<file path="src/rtl/router_register.sv">
// Router datapath register: captures the header, forwards bytes to the FIFO,
// holds a byte across FIFO-full and checks the packet's XOR parity.
module router_register (
  input  logic       clk,
  input  logic       rstn,
  input  logic       pkt_valid,
  input  logic [7:0] data_in,
  input  logic       fifo_full,
  input  logic       rst_int_reg,
  input  logic       detect_add,
  input  logic       ld_state,
  input  logic       laf_state,
  input  logic       full_state,
  input  logic       lfd_state,
  output logic       parity_done,
  output logic       low_pkt_valid,
  output logic       err,
  output logic [7:0] dout
);

  logic [7:0] r_header_byte;
  logic [7:0] r_fifo_full_byte;
  logic [7:0] r_internal_parity;
  logic [7:0] r_packet_parity;
  logic [7:0] r_dout;
  logic       r_parity_done;
  logic       r_low_pkt_valid;
  logic       r_err;

  logic w_hdr_load;
  logic w_parity_byte;

  // Address 2'b11 is not a valid destination, so such a header is ignored.
  assign w_hdr_load    = detect_add && pkt_valid && (data_in[1:0] != 2'b11);
  assign w_parity_byte = ld_state && !pkt_valid;

  always_ff @(posedge clk or negedge rstn) begin
    if (!rstn) begin
      r_header_byte    <= 8'h00;
      r_fifo_full_byte <= 8'h00;
      r_dout           <= 8'h00;
    end else begin
      if (w_hdr_load)
        r_header_byte <= data_in;
      if (ld_state && fifo_full)
        r_fifo_full_byte <= data_in;
      if (lfd_state)
        r_dout <= r_header_byte;
      else if (ld_state && !fifo_full)
        r_dout <= data_in;
      else if (laf_state)
        r_dout <= r_fifo_full_byte;
    end
  end

  // Parity accumulation and status flags; detect_add starts a fresh packet.
  always_ff @(posedge clk or negedge rstn) begin
    if (!rstn) begin
      r_internal_parity <= 8'h00;
      r_packet_parity   <= 8'h00;
      r_parity_done     <= 1'b0;
      r_low_pkt_valid   <= 1'b0;
      r_err             <= 1'b0;
    end else begin
      if (detect_add)
        r_internal_parity <= 8'h00;
      else if (lfd_state)
        r_internal_parity <= r_internal_parity ^ r_header_byte;
      else if (ld_state && pkt_valid && !full_state)
        r_internal_parity <= r_internal_parity ^ data_in;

      if (detect_add)
        r_packet_parity <= 8'h00;
      else if (w_parity_byte)
        r_packet_parity <= data_in;

      if (rst_int_reg)
        r_low_pkt_valid <= 1'b0;
      else if (w_parity_byte)
        r_low_pkt_valid <= 1'b1;

      if (detect_add)
        r_parity_done <= 1'b0;
      else if ((w_parity_byte && !fifo_full) ||
               (laf_state && r_low_pkt_valid && !r_parity_done))
        r_parity_done <= 1'b1;

      if (detect_add)
        r_err <= 1'b0;
      else if (r_parity_done)
        r_err <= (r_internal_parity != r_packet_parity);
    end
  end

  assign dout          = r_dout;
  assign parity_done   = r_parity_done;
  assign low_pkt_valid = r_low_pkt_valid;
  assign err           = r_err;

endmodule

</file>
<file path="config.mk">
export PLATFORM = sky130hd
export DESIGN_NAME = router_register
export DESIGN_NICKNAME = d
export VERILOG_FILES = /design/src/rtl/router_register.sv
export SDC_FILE = /design/constraint.sdc
export NUM_CORES = 1
export LEC_CHECK = 0
export ABC_CLOCK_PERIOD_IN_PS = 1500
export BUFFER_PORTS_ARGS = -buffer_cell sky130_fd_sc_hd__buf_2
export CORE_MARGIN = 8
export CORE_UTILIZATION = 35
export DETAILED_ROUTE_END_ITERATION = 8
export PLACE_DENSITY = 0.63
export SLEW_MARGIN = 0
export SYNTH_ARGS = -nofsm -noshare
export SYNTH_HDL_FRONTEND = slang
export SYNTH_SLANG_ARGS = --single-unit
export TNS_END_PERCENT = 5
</file>
<file path="constraint.sdc">
create_clock -name clk -period 1.5 [get_ports clk]
set_input_delay 0.375 -clock clk [delete_from_list [all_inputs] [get_ports clk]]
set_output_delay 0.375 -clock clk [all_outputs]
set_load 0.05 [all_outputs]
</file>
==> results_dict.tcl <==
set metrics [dict create \
    ir_drop_uv 534 \
    maxSlewViolCount 0 \
    synth-xor-area-share_pct 6.91 \
    synth_mux_area_share_pct 11.7 \
    fp.dieArea_um2 8490 \
    grt_max_degree 44 \
    synth_ff_type "dfrtp_1" \
    yosysSeqAreaShare_pct 53.0 \
    cts_max_level 2 \
    setup-violations-final 0 \
    die_w_um 92.1 \
    powerDensity_nw_per_um2 1200 \
    netlist_area_um2 2030 \
    fin_crit_ns 1.42 \
    worstSetupPathType "in -> reg" \
    crit_fanout 9 \
    clockRootBuffer "clkbuf_8" \
    postSynthAreaPerCell_um2 10.8 \
    fp.dieH_um 92.1 \
    crit_arrival_ns 1.60 \
    synth.net_count 206 \
    cts_tree "yes" \
    rows 27 \
    cts_sinks 43 \
    start_kind "input pin" \
    status "complete, no violations" \
    grt_pass1_vias 1514 \
    ant_nets 0 \
    wire_per_inst_um 15.4 \
    viasPerCell 5.01 \
    required_ns 1.68 \
    ys_warn_count 0 \
    netlist_top_cells_count "dfrtp_1, nand2_1, a21oi_1, nor2_1, mux2_2" \
    hold_path.class "in -> async" \
    routed_wl_um 4570 \
    drt_iter0_markers 49 \
    synth_top_area_share_pct 53.0 \
    first_pass_iters 4 \
    antenna_found_initial 0 \
    cts-resized-gates 0 \
    synth_edf_count 0 \
    synth_compound_area_share_pct 11.0 \
    max_freq_ghz 0.706 \
    yosys-top-cells-area "dfrtp_1, mux2_2, a21oi_1, xnor2_1, nand2_1" \
    synth_most_common_cell "dfrtp_1" \
    area_growth_pct 17.3 \
    n_antenna_cell 0 \
    hpwl_um 3360 \
    ys_async_sr_fraction_pct 100 \
    synthSimpleGateAreaFrac_pct 13.7 \
    syn_inst 188 \
    leakage_nw 1.08 \
    max-slew-margin-rel_pct 48.1 \
    vias 1483 \
    cts_setup_buffers 0 \
    final.period_utilization_pct 94.5 \
    ff2ff_setup_slack_ns 0.28 \
    cts_buffers 5 \
    place.gp.congestion 0.737 \
    clockBufferDepth 2 \
    clock_latency_ns 0.30 \
    drc 0 \
    hold_viol 0 \
    portBuffers 28 \
    rsz0062_at_grt "no" \
    tightest_slew_ns 0.777 \
    gr-usage-all-layers_pct 11.3 \
    ys_types 24 \
    synth_top_area_cell "dfrtp_1" \
    synth_seq_cells 43 \
    worst_clock_skew_ns 0.00702 \
    start_util_pct 36.6 \
    overflow 0 \
    post-route-util_pct 43.0 \
    grt_pass1_wl_um 7670 \
    endpoint_kind "flip-flop" \
    final_layout_size_suffix_gt1_share_pct 27.7 \
    synthAdderAreaFrac_pct 0 \
    io_pins 29 \
    synth_top_family_by_area "simple AND/OR/NAND/NOR gates" \
    cap_violations 0 \
    core_um2 5540 \
    final_nets 242 \
    total_power_mw 2.86 \
    ctsHoldBuffers 0 \
    path_clk_slew_ns 0.08 \
]
## cell usage in the layout, fill, tap and decap left out, types with 3 or more instances in the layout
| cell type | n |
|---|---|
| xor2_1 | 3 |
| a221o_1 | 8 |
| dfrtp_1 | 43 |
| mux2i_1 | 8 |
| nand3_1 | 8 |
| a21oi_1 | 24 |
| xnor2_1 | 13 |
| buf_2 | 28 |
| clkbuf_8 | 6 |
| mux2_2 | 14 |
| buf_4 | 9 |
| nand2_1 | 26 |
| nor2_1 | 20 |
## metal layers
layer,GRT usage [%],up-vias,routed length (µm),share of wire (%)
met5,0,-,0,0
met4,4.03,0,70,1.5
met3,3.02,9,173,3.8
met2,17.2,29,2130,47
met1,15.0,722,2200,48
li1,-,723,-,-
## final timing paths
| check | startpoint | endpoint | depth (start not counted) |
|---|---|---|---|
| max reg2reg | r_internal_parity[1] | err | 4 |
| min reg2reg | r_fifo_full_byte[0] | r_fifo_full_byte[0] | 1 |
| min in group clk | rst_int_reg | low_pkt_valid | 2 |
| max | fifo_full | dout[4] | 4 |
| max in group asynchronous | rstn | r_header_byte[1] | 2 |
| min | rstn | r_internal_parity[3] | 2 |
## layout make-up
type / instances / area (µm²)
multi-input cells: 135 / 880
fillers: 559 / 3160
clock inverters: 1 / 5.00
flip-flops and latches: 43 / 1080
clock buffers: 6 / 82.6
well taps: 72 / 90.1
repair buffers: 39 / 248
## worst max-delay path, stage by stage
cell     delay [ns]
buf_2          0.12
nor2b_1        0.61
nor3_4         0.13
a221o_1        0.36
## stage by stage
stage / worst slack, ns / TNS [ns] / cell area, µm² / hold WS [ns] / instances
after floorplan: 0.237 / 0 / 2030 / 0.0794 / 188
after global routing: 0.00840 / 0 / 2380 / 0.0648 / 296
after CTS: 0.0901 / 0 / 2380 / 0.0514 / 296
final: 0.0828 / 0 / 2380 / 0.0348 / 296
after global placement: -0.189 / -1.50 / 2290 / 0.371 / 289
after detailed placement: -0.221 / -1.74 / 2290 / 0.370 / 289
## registers in the layout (all words and copies together) (netlist names)
register,flops
r_header_byte,8
err,1
parity_done,1
r_internal_parity,8
r_fifo_full_byte,8
r_packet_parity,8
low_pkt_valid,1
dout,8
## logic make-up after synthesis
| group | count (synthesis) |
|---|---|
| simple gates | 62 |
| buf+inv | 10 |
| compound gates | 35 |
| flops | 43 |
| xor+xnor | 16 |
| mux | 22 |
## report_power, final
| group | switching (mW) | internal (mW) |
|---|---|---|
| Clock | 0.387 | 0.362 |
| Sequential | 0.121 | 1.32 |
| Combinational | 0.392 | 0.282 |
Note: power is estimated with default switching activity, not from simulation.
